**src/rtl/ad_wave_pkg.sv**
```systemverilog
// Shared constants for the ADC capture path: FSM state encodings and trigger edge selects.
package ad_wave_pkg;

  localparam logic [1:0] ST_IDLE    = 2'd0;
  localparam logic [1:0] ST_ARM     = 2'd1;
  localparam logic [1:0] ST_CAPTURE = 2'd2;
  localparam logic [1:0] ST_DONE    = 2'd3;

  localparam logic EDGE_RISE = 1'b0;
  localparam logic EDGE_FALL = 1'b1;

endpackage

```
**src/rtl/ad_trig_det.sv**
```systemverilog
// Threshold-crossing detector on decimated samples; remembers the previous strobed sample.
module ad_trig_det
  import ad_wave_pkg::*;
(
  input  logic       clk,
  input  logic       rst_n,
  input  logic       strobe,
  input  logic [7:0] smp,
  input  logic [7:0] level,
  input  logic       trig_edge,
  input  logic       clear,
  output logic       trig
);

  logic [7:0] prev;
  logic       prev_valid;
  logic       rise_x;
  logic       fall_x;

  always_ff @(posedge clk or negedge rst_n) begin
    if (!rst_n) begin
      prev       <= 8'd0;
      prev_valid <= 1'b0;
    end else if (clear) begin
      prev_valid <= 1'b0;
    end else if (strobe) begin
      prev       <= smp;
      prev_valid <= 1'b1;
    end
  end

  assign rise_x = (prev <  level) && (smp >= level);
  assign fall_x = (prev >= level) && (smp <  level);
  assign trig   = strobe && prev_valid &&
                  ((trig_edge == EDGE_RISE) ? rise_x : fall_x);

endmodule

```
**src/rtl/ad_wave_rec.sv**
```systemverilog
// AD9280-class ADC receiver: arm, wait for a threshold crossing (or timeout), then
// write a fixed-length burst of decimated samples into a capture RAM.
module ad_wave_rec
  import ad_wave_pkg::*;
#(
  parameter logic [7:0]  CLK_DIV      = 8'd0,
  parameter logic [7:0]  TRIG_LEVEL   = 8'd128,
  parameter int          DEPTH_LOG2   = 8,
  parameter logic [15:0] TRIG_TIMEOUT = 16'd65535
) (
  input  logic                  clk,
  input  logic                  rst_n,
  input  logic [7:0]            ad_data,
  input  logic                  ad_otr,
  output logic                  ad_clk,
  input  logic                  start,
  input  logic                  trig_edge,
  output logic                  wr_en,
  output logic [DEPTH_LOG2-1:0] wr_addr,
  output logic [7:0]            wr_data,
  output logic                  busy,
  output logic                  done,
  output logic                  trig_auto,
  output logic                  ovr_flag
);

  localparam logic [DEPTH_LOG2-1:0] ADDR_ONE = DEPTH_LOG2'(1);
  localparam logic [DEPTH_LOG2-1:0] ADDR_MAX = '1;

  logic [7:0]            smp;
  logic                  smp_otr;
  logic [7:0]            div_cnt;
  logic                  strobe;
  logic [1:0]            state;
  logic [15:0]           to_cnt;
  logic [15:0]           to_cnt_inc;
  logic                  timeout_hit;
  logic [DEPTH_LOG2-1:0] nxt_addr;
  logic                  fin;
  logic                  trig;
  logic                  arm_clear;

  // The ADC latches on the clk falling edge, so its output is stable at the next rising edge.
  assign ad_clk = ~clk;

  always_ff @(posedge clk or negedge rst_n) begin
    if (!rst_n) begin
      smp     <= 8'd0;
      smp_otr <= 1'b0;
    end else begin
      smp     <= ad_data;
      smp_otr <= ad_otr;
    end
  end

  always_ff @(posedge clk or negedge rst_n) begin
    if (!rst_n)                 div_cnt <= 8'd0;
    else if (div_cnt == CLK_DIV) div_cnt <= 8'd0;
    else                        div_cnt <= div_cnt + 8'd1;
  end

  assign strobe      = (div_cnt == CLK_DIV);
  assign arm_clear   = start && ((state == ST_IDLE) || (state == ST_DONE));
  assign to_cnt_inc  = (to_cnt == 16'hffff) ? to_cnt : to_cnt + 16'd1;
  assign timeout_hit = (to_cnt_inc >= TRIG_TIMEOUT);
  assign busy        = (state == ST_ARM) || (state == ST_CAPTURE);
  assign done        = (state == ST_DONE);

  ad_trig_det u_trig_det (
    .clk       (clk),
    .rst_n     (rst_n),
    .strobe    (strobe),
    .smp       (smp),
    .level     (TRIG_LEVEL),
    .trig_edge (trig_edge),
    .clear     (arm_clear),
    .trig      (trig)
  );

  // Handshake: start is a one-cycle request honoured only in IDLE/DONE; wr_en is a
  // one-cycle write strobe with wr_addr/wr_data valid in the same cycle, no back-pressure.
  // fin marks that the last address has been issued, so DONE lands one cycle after it.
  always_ff @(posedge clk or negedge rst_n) begin
    if (!rst_n) begin
      state     <= ST_IDLE;
      to_cnt    <= 16'd0;
      nxt_addr  <= '0;
      fin       <= 1'b0;
      wr_en     <= 1'b0;
      wr_addr   <= '0;
      wr_data   <= 8'd0;
      trig_auto <= 1'b0;
      ovr_flag  <= 1'b0;
    end else begin
      wr_en <= 1'b0;
      case (state)
        ST_IDLE, ST_DONE: begin
          if (start) begin
            state     <= ST_ARM;
            to_cnt    <= 16'd0;
            trig_auto <= 1'b0;
            ovr_flag  <= 1'b0;
          end
        end
        ST_ARM: begin
          if (strobe) begin
            to_cnt <= to_cnt_inc;
            if (trig || timeout_hit) begin
              state     <= ST_CAPTURE;
              trig_auto <= !trig;
              wr_en     <= 1'b1;
              wr_addr   <= '0;
              wr_data   <= smp;
              ovr_flag  <= ovr_flag | smp_otr;
              nxt_addr  <= ADDR_ONE;
              fin       <= 1'b0;
            end
          end
        end
        ST_CAPTURE: begin
          if (fin) begin
            state <= ST_DONE;
            fin   <= 1'b0;
          end else if (strobe) begin
            wr_en    <= 1'b1;
            wr_addr  <= nxt_addr;
            wr_data  <= smp;
            ovr_flag <= ovr_flag | smp_otr;
            nxt_addr <= nxt_addr + ADDR_ONE;
            fin      <= (nxt_addr == ADDR_MAX);
          end
        end
        default: state <= ST_IDLE;
      endcase
    end
  end

endmodule

```
**config.mk**
```make
export PLATFORM = sky130hd
export DESIGN_NAME = ad_wave_rec
export DESIGN_NICKNAME = d
export VERILOG_FILES = /design/src/rtl/ad_wave_pkg.sv /design/src/rtl/ad_trig_det.sv /design/src/rtl/ad_wave_rec.sv
export SDC_FILE = /design/constraint.sdc
export NUM_CORES = 1
export LEC_CHECK = 0
export BUFFER_PORTS_ARGS = -buffer_cell sky130_fd_sc_hd__buf_4
export CORE_MARGIN = 2
export CORE_UTILIZATION = 60
export CTS_BUF_LIST = sky130_fd_sc_hd__clkbuf_16
export DETAILED_ROUTE_END_ITERATION = 7
export PLACE_DENSITY = 0.8
export RECOVER_POWER = 100
export SLEW_MARGIN = 20
export SYNTH_ARGS = -nofsm -noshare
export SYNTH_HDL_FRONTEND = slang
export SYNTH_SLANG_ARGS = --single-unit
```
**constraint.sdc**
```tcl
create_clock -name clk -period 4.42 [get_ports clk]
set_input_delay 0.663 -clock clk [delete_from_list [all_inputs] [get_ports clk]]
set_output_delay 0.663 -clock clk [all_outputs]
set_load 0.02 [all_outputs]
```
==> metrics.yaml <==
drive_gt1_share_pct: 16.4
max_freq_mhz: 272
worst_slew_pin_slew_ns: 1.20
ys_warn_count: 0
p_total_mw: 2.42
crit_fanout: 16
final_common_cell: "dfrtp_1"
cp.arrival_ns: 3.90
p_leak_nw: 1.74
numCtsBuffers: 9
nets: 399
clk_pin_slew_ns: 0.06
period_minus_slack_ns: 3.68
place_congestion: 0.875
grt_max_degree: 66
core-area_sq_um: 5540
period_share_pct: 83.3
clock_path_buffers: 2
startpoint: "to_cnt[0]"
synth_edf_count: 0
grt_first_pass_wirelength_mm: 12.9
drv_slew: 0
antenna_left: 0
hold_viol_final: 0
slew-limit-headroom_pct: 19.1
antenna_found_initial: 0
antenna-diode-count: 0
final_area_sq_um: 3960
cts_setup_buffers: 0
clk_latency_ns: 0.33
yosysSeqAreaShare_pct: 47.1
via_per_inst: 6.19
critPathCaptureType: "flop"
hp-class: "input pin to async pin"
place_hpwl_mm: 4.97
cts_root_buf: "clkbuf_16"
avgRoutedWirePerCell_microns: 16.6
die_w_microns: 79.9
cts_tree: "built"
rsz0062_at_grt: "false"
initial_core_util_pct: 62.3
fp.dieArea_sq_um: 6380
row_count: 27
postPlaceCellArea_sq_um: 3770
synthFlopType: "dfrtp_1"
design.portCount: 35
drv_cap: 0
r2r_start: "to_cnt[0]"
dieHeight_microns: 79.9
status: "finished clean"
cp.required_ns: 4.64
power_density_nw_per_um2: 611
overflow: 0
wirelength_mm: 7.55
r2r-end: "wr_data[7]"
synthCells: 344
vias: 2818
reg2regPathDepth: 9
portBuffers: 34
drcViolationCount: 0
avgSynthCellArea_sq_um: 10.0
areaGrowthSynthToFinish_pct: 14.7
critPathKind: "flop to flop"
setup_viol: 0
ys_types: 58
vdd_drop_max_uv: 441
synthArstFlopShare_pct: 100
drt_iter0_markers: 263
final_core_util_pct: 71.5
cts_hold_buf: 0
fin_tns_setup_ns: 0
cts_resized: 0
drt_first_pass_iters: 7
endpoint: "wr_data[7]"
finalClockSkew_ns: 0.00578
yosys_register_bits: 65
grt_usage_pct: 25.8
nFillCells: 421
syn_area_sq_um: 3450
final_cell_mix: "dfrtp_1, nor2_1, nand3_1, clkbuf_1"
cp-start-kind: "flop"
first_global_vias: 2737
htree_levels: 3
rrSetupSlack_ns: 0.74
synth_nets: 365
metal layers:
| metal | share of wire, % | GRT usage [%] |
|---|---|---|
| met1 | 43 | 33.7 |
| met5 | 0 | 0 |
| met4 | 2.1 | 7.63 |
| met2 | 49 | 41.8 |
| met3 | 6.0 | 7.58 |
synth_stat cells, drive strengths merged, types with 9 or more instances:
library cell   n  area [sq um]
dfrtp         65          1630
nor2          26          97.6
nand3         24           120
a21oi         22           110
nand2         22          82.6
o21ai         20           100
inv           16          60.1
mux2          13           146
a31o          12           105
clkbuf        11          41.3
a21boi         9          67.6
xnor2          9          78.8
power breakdown:
part / switching [mW] / internal [mW] / leakage [nW] / total, mW
Combinational: 0.576 / 0.324 / 0.742 / 0.901
Sequential: 0.0849 / 0.699 / 0.846 / 0.784
Clock: 0.290 / 0.445 / 0.149 / 0.735
Total: 0.951 / 1.47 / 1.74 / 2.42
state kept, by name, indices dropped and copies added (netlist names), 2 cells and up:
name and count:
wr_data 8, nxt_addr 8, state 2, smp 8, to_cnt 16, wr_addr 8
div_cnt 8
worst max-delay path, stage by stage (launching register included):
cell       delay, ns
dfrtp_1         0.49
ha_1            0.34
nand3_1         0.26
nor4_1          0.52
xnor2_1         0.22
a41oi_1         0.22
a2111oi_4       0.22
buf_4           0.25
and2_0          0.63
mux2_2          0.41
logic make-up (layout without fill, tap and decap cells):
group                      Yosys count  after routing  share of synthesized area, %
adders and majority gates            8              8                          2.90
muxes                               15             15                          4.82
buffers and inverters               33             72                          3.88
and+or+nand+nor                    118            118                          19.6
AOI/OAI and AO/OA                   95             95                          19.1
DFF                                 65             65                          47.1
xor gates and xnor gates            10             10                          2.54
final cells by class:
| type | instances | area, sq um | share of cell area [%] |
|---|---|---|---|
| Timing Repair Buffer | 39 | 206 | 5.21 |
| Multi-Input combinational cell | 246 | 1670 | 42.2 |
| Clock buffer | 10 | 229 | 5.78 |
| Tap cell | 72 | 90.1 | 2.27 |
| Sequential cell | 65 | 1630 | 41.1 |
| Clock inverter | 8 | 80.1 | 2.02 |
| Inverter | 15 | 56.3 | 1.42 |
how the worst min path moves through the flow:
| stage | to | slack, ns |
|---|---|---|
| 6_report | to_cnt[2] | 0.43 |
| 3_3_place_gp | wr_data[0] | 0.46 |
| 5_1_grt | smp[0] | 0.44 |
| 2_1_floorplan | div_cnt[0] | 0.37 |
| 4_1_cts | smp[1] | 0.43 |
| 3_5_place_dp | wr_data[2] | 0.46 |
metrics by stage:
step / hold slack (ns) / std cells / worst slack [ns]
2_1_floorplan: 0.367 / 344 / 1.42
3_3_place_gp: 0.456 / 439 / 1.08
4_1_cts: 0.430 / 455 / 0.942
5_1_grt: 0.444 / 455 / 0.431
3_5_place_dp: 0.461 / 439 / 0.944
6_report: 0.428 / 455 / 0.740
(Power assumes the default switching activity.)
